**config.mk**
```make
export PLATFORM = sky130hd
export DESIGN_NAME = m_dram_arbiter
export DESIGN_NICKNAME = d
export VERILOG_FILES = /design/src/rtl/m_dram_arbiter_pkg.sv /design/src/rtl/m_dram_arbiter_req_slot.sv /design/src/rtl/m_dram_arbiter.sv
export SDC_FILE = /design/constraint.sdc
export NUM_CORES = 1
export LEC_CHECK = 0
export ABC_AREA = 1
export BUFFER_PORTS_ARGS = -buffer_cell sky130_fd_sc_hd__clkbuf_2
export CORE_UTILIZATION = 48
export DETAILED_ROUTE_END_ITERATION = 6
export GPL_TIMING_DRIVEN = 0
export PLACE_DENSITY = 0.77
export SLEW_MARGIN = 30
export SYNTH_ARGS = -nofsm -noshare
export SYNTH_HDL_FRONTEND = slang
export SYNTH_HIERARCHICAL = 1
export SYNTH_SLANG_ARGS = --single-unit
```
**constraint.sdc**
```tcl
create_clock -name CLK -period 1.4 [get_ports CLK]
set_input_delay 0.14 -clock CLK [delete_from_list [all_inputs] [get_ports CLK]]
set_output_delay 0.14 -clock CLK [all_outputs]
set_load 0.05 [all_outputs]
```
**src/rtl/m_dram_arbiter_pkg.sv**
```systemverilog
// Shared state encoding, widths and owner-selection helper for the two-hart DRAM arbiter.
package m_dram_arbiter_pkg;

    localparam int ARB_NHARTS = 2;
    localparam int ARB_CTRL_W = 3;

    typedef enum logic [1:0] {
        ARB_IDLE  = 2'd0,
        ARB_ISSUE = 2'd1,
        ARB_ARM   = 2'd2,
        ARB_WAIT  = 2'd3
    } arb_state_t;

    // Owner for a pending mask; 'prefer' is the hart that takes a tie.
    function automatic logic pick_owner(input logic [1:0] pend, input logic prefer);
        if (pend[0] && pend[1]) begin
            return prefer;
        end
        return ~pend[0];
    endfunction

endpackage

```
**src/rtl/m_dram_arbiter_req_slot.sv**
```systemverilog
// Per-hart request slot: captures one request, holds pend/busy and the last load data.
// With SIM_MODE defined, a request pulse while already pending raises an assertion.
module m_dram_req_slot
    import m_dram_arbiter_pkg::*;
(
    input  logic                  CLK,
    input  logic                  RST,
    input  logic                  le,
    input  logic                  we,
    input  logic [31:0]           addr,
    input  logic [31:0]           wdata,
    input  logic [ARB_CTRL_W-1:0] ctrl,
    input  logic                  clear,
    input  logic [31:0]           dram_odata,
    output logic                  pend,
    output logic [31:0]           addr_q,
    output logic [31:0]           wdata_q,
    output logic [ARB_CTRL_W-1:0] ctrl_q,
    output logic                  write_q,
    output logic [31:0]           odata
);

    logic                  pend_reg;
    logic                  write_reg;
    logic [31:0]           addr_reg;
    logic [31:0]           wdata_reg;
    logic [ARB_CTRL_W-1:0] ctrl_reg;
    logic [31:0]           odata_reg;

    // clear only arrives while pending and capture only while idle, so they never collide
    always_ff @(posedge CLK) begin
        if (RST) begin
            pend_reg  <= 1'b0;
            write_reg <= 1'b0;
            addr_reg  <= '0;
            wdata_reg <= '0;
            ctrl_reg  <= '0;
            odata_reg <= '0;
        end else begin
            if ((le || we) && !pend_reg) begin
                pend_reg  <= 1'b1;
                write_reg <= we;
                addr_reg  <= addr;
                wdata_reg <= wdata;
                ctrl_reg  <= ctrl;
            end
            if (clear) begin
                pend_reg <= 1'b0;
                if (!write_reg) begin
                    odata_reg <= dram_odata;
                end
            end
        end
    end

`ifdef SIM_MODE
    always_ff @(posedge CLK) begin
        if (!RST) begin
            assert (!(pend_reg && (le || we)))
                else $error("request pulse dropped: slot already pending");
        end
    end
`endif

    assign pend    = pend_reg;
    assign addr_q  = addr_reg;
    assign wdata_q = wdata_reg;
    assign ctrl_q  = ctrl_reg;
    assign write_q = write_reg;
    assign odata   = odata_reg;

endmodule

```
**src/rtl/m_dram_arbiter.sv**
```systemverilog
// Two-hart DRAM arbiter: one slot per hart, IDLE/ISSUE/ARM/WAIT grant FSM.
// DRAM_ARB_RR_EN selects round-robin tie-break; otherwise hart 0 has fixed priority.
module m_dram_arbiter
    import m_dram_arbiter_pkg::*;
#(
    parameter int NHARTS = ARB_NHARTS
) (
    input  logic                  CLK,
    input  logic                  RST,
    input  logic [31:0]           w_h0_addr,
    input  logic [31:0]           w_h0_wdata,
    input  logic [ARB_CTRL_W-1:0] w_h0_ctrl,
    input  logic                  w_h0_we,
    input  logic                  w_h0_le,
    output logic                  w_h0_busy,
    output logic [31:0]           w_h0_odata,
    input  logic [31:0]           w_h1_addr,
    input  logic [31:0]           w_h1_wdata,
    input  logic [ARB_CTRL_W-1:0] w_h1_ctrl,
    input  logic                  w_h1_we,
    input  logic                  w_h1_le,
    output logic                  w_h1_busy,
    output logic [31:0]           w_h1_odata,
    output logic [31:0]           w_grant,
    output logic [31:0]           w_dram_addr,
    output logic [31:0]           w_dram_wdata,
    output logic [ARB_CTRL_W-1:0] w_dram_ctrl,
    output logic                  w_dram_we_t,
    output logic                  w_dram_le,
    input  logic [31:0]           w_dram_odata,
    input  logic                  w_dram_busy
);

    logic [NHARTS-1:0]     hart_le;
    logic [NHARTS-1:0]     hart_we;
    logic [31:0]           hart_addr  [NHARTS];
    logic [31:0]           hart_wdata [NHARTS];
    logic [ARB_CTRL_W-1:0] hart_ctrl  [NHARTS];

    logic [NHARTS-1:0]     slot_pend;
    logic [NHARTS-1:0]     slot_write;
    logic [NHARTS-1:0]     slot_clear;
    logic [31:0]           slot_addr  [NHARTS];
    logic [31:0]           slot_wdata [NHARTS];
    logic [ARB_CTRL_W-1:0] slot_ctrl  [NHARTS];
    logic [31:0]           slot_odata [NHARTS];

    arb_state_t            state_reg;
    logic                  owner_reg;
    logic [31:0]           dram_addr_reg;
    logic [31:0]           dram_wdata_reg;
    logic [ARB_CTRL_W-1:0] dram_ctrl_reg;
    logic                  dram_we_reg;
    logic                  dram_le_reg;
    logic                  owner_next;
    logic                  wait_done;

    assign hart_le       = {w_h1_le, w_h0_le};
    assign hart_we       = {w_h1_we, w_h0_we};
    assign hart_addr[0]  = w_h0_addr;
    assign hart_addr[1]  = w_h1_addr;
    assign hart_wdata[0] = w_h0_wdata;
    assign hart_wdata[1] = w_h1_wdata;
    assign hart_ctrl[0]  = w_h0_ctrl;
    assign hart_ctrl[1]  = w_h1_ctrl;

    assign wait_done = (state_reg == ARB_WAIT) && !w_dram_busy;

    generate
        for (genvar gi = 0; gi < NHARTS; gi++) begin : g_slot
            assign slot_clear[gi] = wait_done && (owner_reg == 1'(gi));

            m_dram_req_slot u_slot (
                .CLK        (CLK),
                .RST        (RST),
                .le         (hart_le[gi]),
                .we         (hart_we[gi]),
                .addr       (hart_addr[gi]),
                .wdata      (hart_wdata[gi]),
                .ctrl       (hart_ctrl[gi]),
                .clear      (slot_clear[gi]),
                .dram_odata (w_dram_odata),
                .pend       (slot_pend[gi]),
                .addr_q     (slot_addr[gi]),
                .wdata_q    (slot_wdata[gi]),
                .ctrl_q     (slot_ctrl[gi]),
                .write_q    (slot_write[gi]),
                .odata      (slot_odata[gi])
            );
        end
    endgenerate

`ifdef DRAM_ARB_RR_EN
    logic last_reg;

    always_ff @(posedge CLK) begin
        if (RST) begin
            last_reg <= 1'b1;
        end else if (state_reg == ARB_IDLE && |slot_pend) begin
            last_reg <= owner_next;
        end
    end

    assign owner_next = pick_owner(slot_pend, ~last_reg);
`else
    assign owner_next = pick_owner(slot_pend, 1'b0);
`endif

    // DRAM-side outputs are registered at the grant so they are valid for the whole ISSUE cycle
    always_ff @(posedge CLK) begin
        if (RST) begin
            state_reg      <= ARB_IDLE;
            owner_reg      <= 1'b0;
            dram_addr_reg  <= '0;
            dram_wdata_reg <= '0;
            dram_ctrl_reg  <= '0;
            dram_we_reg    <= 1'b0;
            dram_le_reg    <= 1'b0;
        end else begin
            dram_we_reg <= 1'b0;
            dram_le_reg <= 1'b0;
            case (state_reg)
                ARB_IDLE: begin
                    if (|slot_pend) begin
                        owner_reg      <= owner_next;
                        dram_addr_reg  <= slot_addr[owner_next];
                        dram_wdata_reg <= slot_wdata[owner_next];
                        dram_ctrl_reg  <= slot_ctrl[owner_next];
                        dram_we_reg    <= slot_write[owner_next];
                        dram_le_reg    <= ~slot_write[owner_next];
                        state_reg      <= ARB_ISSUE;
                    end
                end
                ARB_ISSUE: state_reg <= ARB_ARM;
                ARB_ARM:   state_reg <= ARB_WAIT;
                ARB_WAIT: begin
                    if (!w_dram_busy) begin
                        state_reg <= ARB_IDLE;
                    end
                end
                default: state_reg <= ARB_IDLE;
            endcase
        end
    end

    assign w_h0_busy    = slot_pend[0];
    assign w_h1_busy    = slot_pend[1];
    assign w_h0_odata   = slot_odata[0];
    assign w_h1_odata   = slot_odata[1];
    assign w_grant      = {31'b0, owner_reg};
    assign w_dram_addr  = dram_addr_reg;
    assign w_dram_wdata = dram_wdata_reg;
    assign w_dram_ctrl  = dram_ctrl_reg;
    assign w_dram_we_t  = dram_we_reg;
    assign w_dram_le    = dram_le_reg;

endmodule

```
==> impl_metrics.sql <==
INSERT INTO impl_metrics (metric_group, metric, value, unit) VALUES
('die', 'floorplan.initialDensity', '48.8', '%'),
('timing', 'final.hold.worst_slack', '0.0690', 'ns'),
('cells_and_area', 'fill_cells', '1988', ''),
('grt', 'grt_first_pass_wirelength', '63300', 'um'),
('grt', 'grt_pass1_vias', '12900', ''),
('die', 'design.die.area', '26200', 'um^2'),
('die', 'ios', '340', ''),
('logic_synthesis', 'netlist-cell-type-count', '20', ''),
('logic_synthesis', 'seq_area_frac_synth', '44.8', '%'),
('drt', 'drt.antenna.violating_nets', '0', ''),
('timing', 'rsz_0062_raised_after_global_routing', 'true', ''),
('critical_path', 'worst_setup_path_start_kind', 'register', ''),
('power', 'power.share.sequential', '35.6', '%'),
('critical_path', 'critPathCaptureType', 'register', ''),
('clock_network', 'root_buffer', 'clkbuf_16', ''),
('timing', 'final_hold_viol_count', '0', ''),
('power', 'peakVddDrop', '0.00103', 'V'),
('place', 'place_hpwl', '25900', 'um'),
('logic_synthesis', 'synth.yosys.warnings', '6', ''),
('drt', 'drt-initial-drc-count', '1086', ''),
('timing', 'setup_slack', '-0.153', 'ns'),
('grt', 'antenna_found_initial', '0', ''),
('critical_path', 'r2r_slack', '-0.15', 'ns'),
('cells_and_area', 'area.growth.synth_to_final', '44.0', '%'),
('die', 'floorplan.core_area', '25100', 'um^2'),
('timing', 'finalCriticalPeriod', '1.55', 'ns'),
('power', 'combinationalPowerShare', '38.7', '%'),
('die', 'placement_rows', '58', ''),
('timing', 'final.setup.tns', '-5.23', 'ns'),
('timing', 'max_slew.worst_pin.slew', '0.896', 'ns'),
('die', 'die_height', '162', 'um'),
('logic_synthesis', 'synth_top_cell_area_share', '44.8', '%'),
('logic_synthesis', 'post_synth_instance_area', '12200', 'um^2'),
('timing', 'slew_headroom', '40.2', '%'),
('power', 'power.share.switching', '40.2', '%'),
('timing', 'fmaxAchievable', '644', 'MHz'),
('drt', 'wl', '42900', 'um'),
('status', 'violations', 'setup timing', ''),
('critical_path', 'critPathKind', 'register to register', ''),
('logic_synthesis', 'synth.area.top_cells', 'dfxtp_1, nor2_1, nand2_1', ''),
('power', 'power-per-cell-area', '1560', 'nW/um^2'),
('clock_network', 'clock_sink_count', '274', ''),
('critical_path', 'worst_ep_required_time', '1.87', 'ns'),
('critical_path', 'arrival', '2.02', 'ns'),
('place', 'post-place-ws', '-0.449', 'ns'),
('clock_network', 'cts_max_path_buffers', '3', ''),
('timing', 'final-max-slew-violation-count', '0', ''),
('logic_synthesis', 'average_size_of_a_mapped_cell', '6.51', 'um^2'),
('clock_network', 'worst_skew_pair.late_latency', '0.55', 'ns'),
('drt', 'dr_total_vias', '13600', ''),
('critical_path', 'critPathLaunch', 'state_reg[1]', ''),
('clock_network', 'cts.reportedPaths.clkPinSlew', '0.06', 'ns'),
('grt', 'grt_max_degree', '14', ''),
('drt', 'routed_via_density', '4.86', ''),
('place', 'buffer_ports.inserted', '308', ''),
('job', 'cap_violations', '0', ''),
('cells_and_area', 'number_of_nets_in_the_layout', '2616', ''),
('critical_path', 'worstPathMaxFanout', '7', ''),
('power', 'power.switching', '0.0111', 'W'),
('logic_synthesis', 'synthesis.instances', '1882', ''),
('critical_path', 'critical_path.reg2reg.startpoint', 'state_reg[1]', ''),
('grt', 'globalRoute.totalOverflow', '0', ''),
('timing', 'finish_stage_setup_viols', '102', ''),
('power', 'power.internal', '0.0165', 'W'),
('clock_network', 'htree_num_levels', '1', ''),
('logic_synthesis', 'postSynthRegisterBits', '274', ''),
('clock_network', 'tritoncts', 'done', ''),
('timing', 'setup_clock_skew_after_layout', '0.0160', 'ns'),
('drt', 'post_detailed_route_wirelength_per_cell', '15.4', 'um'),
('status', 'outcome', 'finished with violations', ''),
('hold_path', 'hp-class', 'input pin to register', ''),
('cells_and_area', 'final_layout_size_suffix_gt1_share', '22.8', '%'),
('drt', 'detail_route.drc_violations', '0', ''),
('hold_path', 'hp-start', 'w_dram_busy', ''),
('cells_and_area', 'n_antenna_cell', '0', ''),
('die', 'die_boundary_width', '162', 'um'),
('logic_synthesis', 'top_cell_type_by_total_area_after_synthesis', 'dfxtp_1', ''),
('grt', 'grt_usage', '30.3', '%'),
('power', 'power.share.clock', '25.6', '%'),
('drt', 'firstDrtPassIters', '7', ''),
('place', 'finalWeightedCongestion', '0.855', ''),
('power', 'p_leak', '9.50', 'nW'),
('timing', 'final.period_utilization', '111', '%'),
('clock_network', 'numCtsBuffers', '29', '');
-- metal layers --
metal / vias up / track usage (%) / part of all wire, %
met4: 0 / 15.5 / 5.4
met1: 6060 / 35.3 / 39
met5: - / 0 / 0
met3: 166 / 4.95 / 7.9
li1: 6649 / - / -
met2: 675 / 53.6 / 48
-- kinds of logic after synthesis --
group                    count (synthesis)  share of synthesized area, %
AO/OA/AOI/OAI                           68                          2.81
buffers and inverters                  363                          14.4
other                                    1                        0.0306
AND/OR/NAND/NOR                       1172                          37.6
adder cells (fa/ha/maj)                  4                         0.409
flip-flops                             274                          44.8
-- layout by cell type (no fill, tap or decap), types with 4 or more instances in the layout --
master / instances
nor2_1: 519
nand2_1: 480
clkbuf_2: 306
dfxtp_1: 269
inv_1: 210
dlygate4sd3_1: 171
nand3_1: 138
buf_4: 44
buf_2: 33
clkbuf_16: 33
conb_1: 31
buf_6: 30
clkbuf_1: 30
o21ai_2: 28
nor2_2: 23
o21ai_1: 18
o21ai_0: 15
buf_8: 14
buf_1: 9
inv_2: 7
clkbuf_8: 6
clkinv_2: 5
o21ai_4: 4
-- synthesized netlist by cell type (all sizes together) --
cell type and n:
conb 1, a21oi 3, dfxtp 274, nor3 5, nand2 484, ha 4
buf 117, clkbuf 26, nor3b 1, nor2 544, nand3 138, inv 220
o21ai 65
-- area by class of cell --
type | instances | area [um^2] | area share [%]
plain buffers | 143 | 1090 | 6.16
clock buffers | 44 | 812 | 4.60
clock inverters | 6 | 32.5 | 0.184
inverters | 220 | 848 | 4.81
multi-input cells | 1276 | 5400 | 30.6
flip-flops and latches | 274 | 5500 | 31.2
well taps | 330 | 413 | 2.34
repair buffers | 495 | 3550 | 20.1
-- critical path, cell delays in order, from the launching register on --
cell and delay (ns):
dfxtp_4 0.37, ha_4 0.15, inv_4 0.05, nor3_4 0.22, buf_6 0.15, nand2_8 0.10
clkinv_8 0.12, clkbuf_16 0.15, nor2_1 0.04, nor2_1 0.14
-- stage by stage --
stage	std cells	total power (W)	cell area, um^2	util, %
6_report	2788	0.0275	17600	70.3
5_1_grt	2788	0.0289	17600	70.3
4_1_cts	2781	0.0270	17300	68.8
3_5_place_dp	2550	0.0192	14300	57.0
3_3_place_gp	2550	0.0190	14300	57.0
2_1_floorplan	1912	0.0169	12400	-
-- what timing repair did --
item                                   CTS  global route
setup buffers                            4             3
gates resized for setup                109           100
cloned                                   6             4
setup endpoints to repair              135           128
endpoints found under the hold margin  204             0
pin swaps                                3            29
hold buffers                           171             0
-- path summary, 6_finish.rpt --
kind                                                     to  cells after the start
worst max-delay path             g_slot[0].u_slot/odata[28]                      9
worst min-delay path                  g_slot[1].u_slot/pend                      3
worst max register to register   g_slot[0].u_slot/odata[28]                      9
worst min register to register  g_slot[1].u_slot/wdata_q[2]                      2
-- power groups by stage --
stage | Sequential (W) | Clock [W] | Combinational (W)
2_1_floorplan | 0.0126 | 0 | 0.00432
3_3_place_gp | 0.00984 | 0 | 0.00919
3_5_place_dp | 0.00989 | 0 | 0.00930
4_1_cts | 0.00975 | 0.00710 | 0.0101
5_1_grt | 0.00992 | 0.00743 | 0.0115
6_report | 0.00980 | 0.00705 | 0.0107
(Power assumes the default switching activity.)
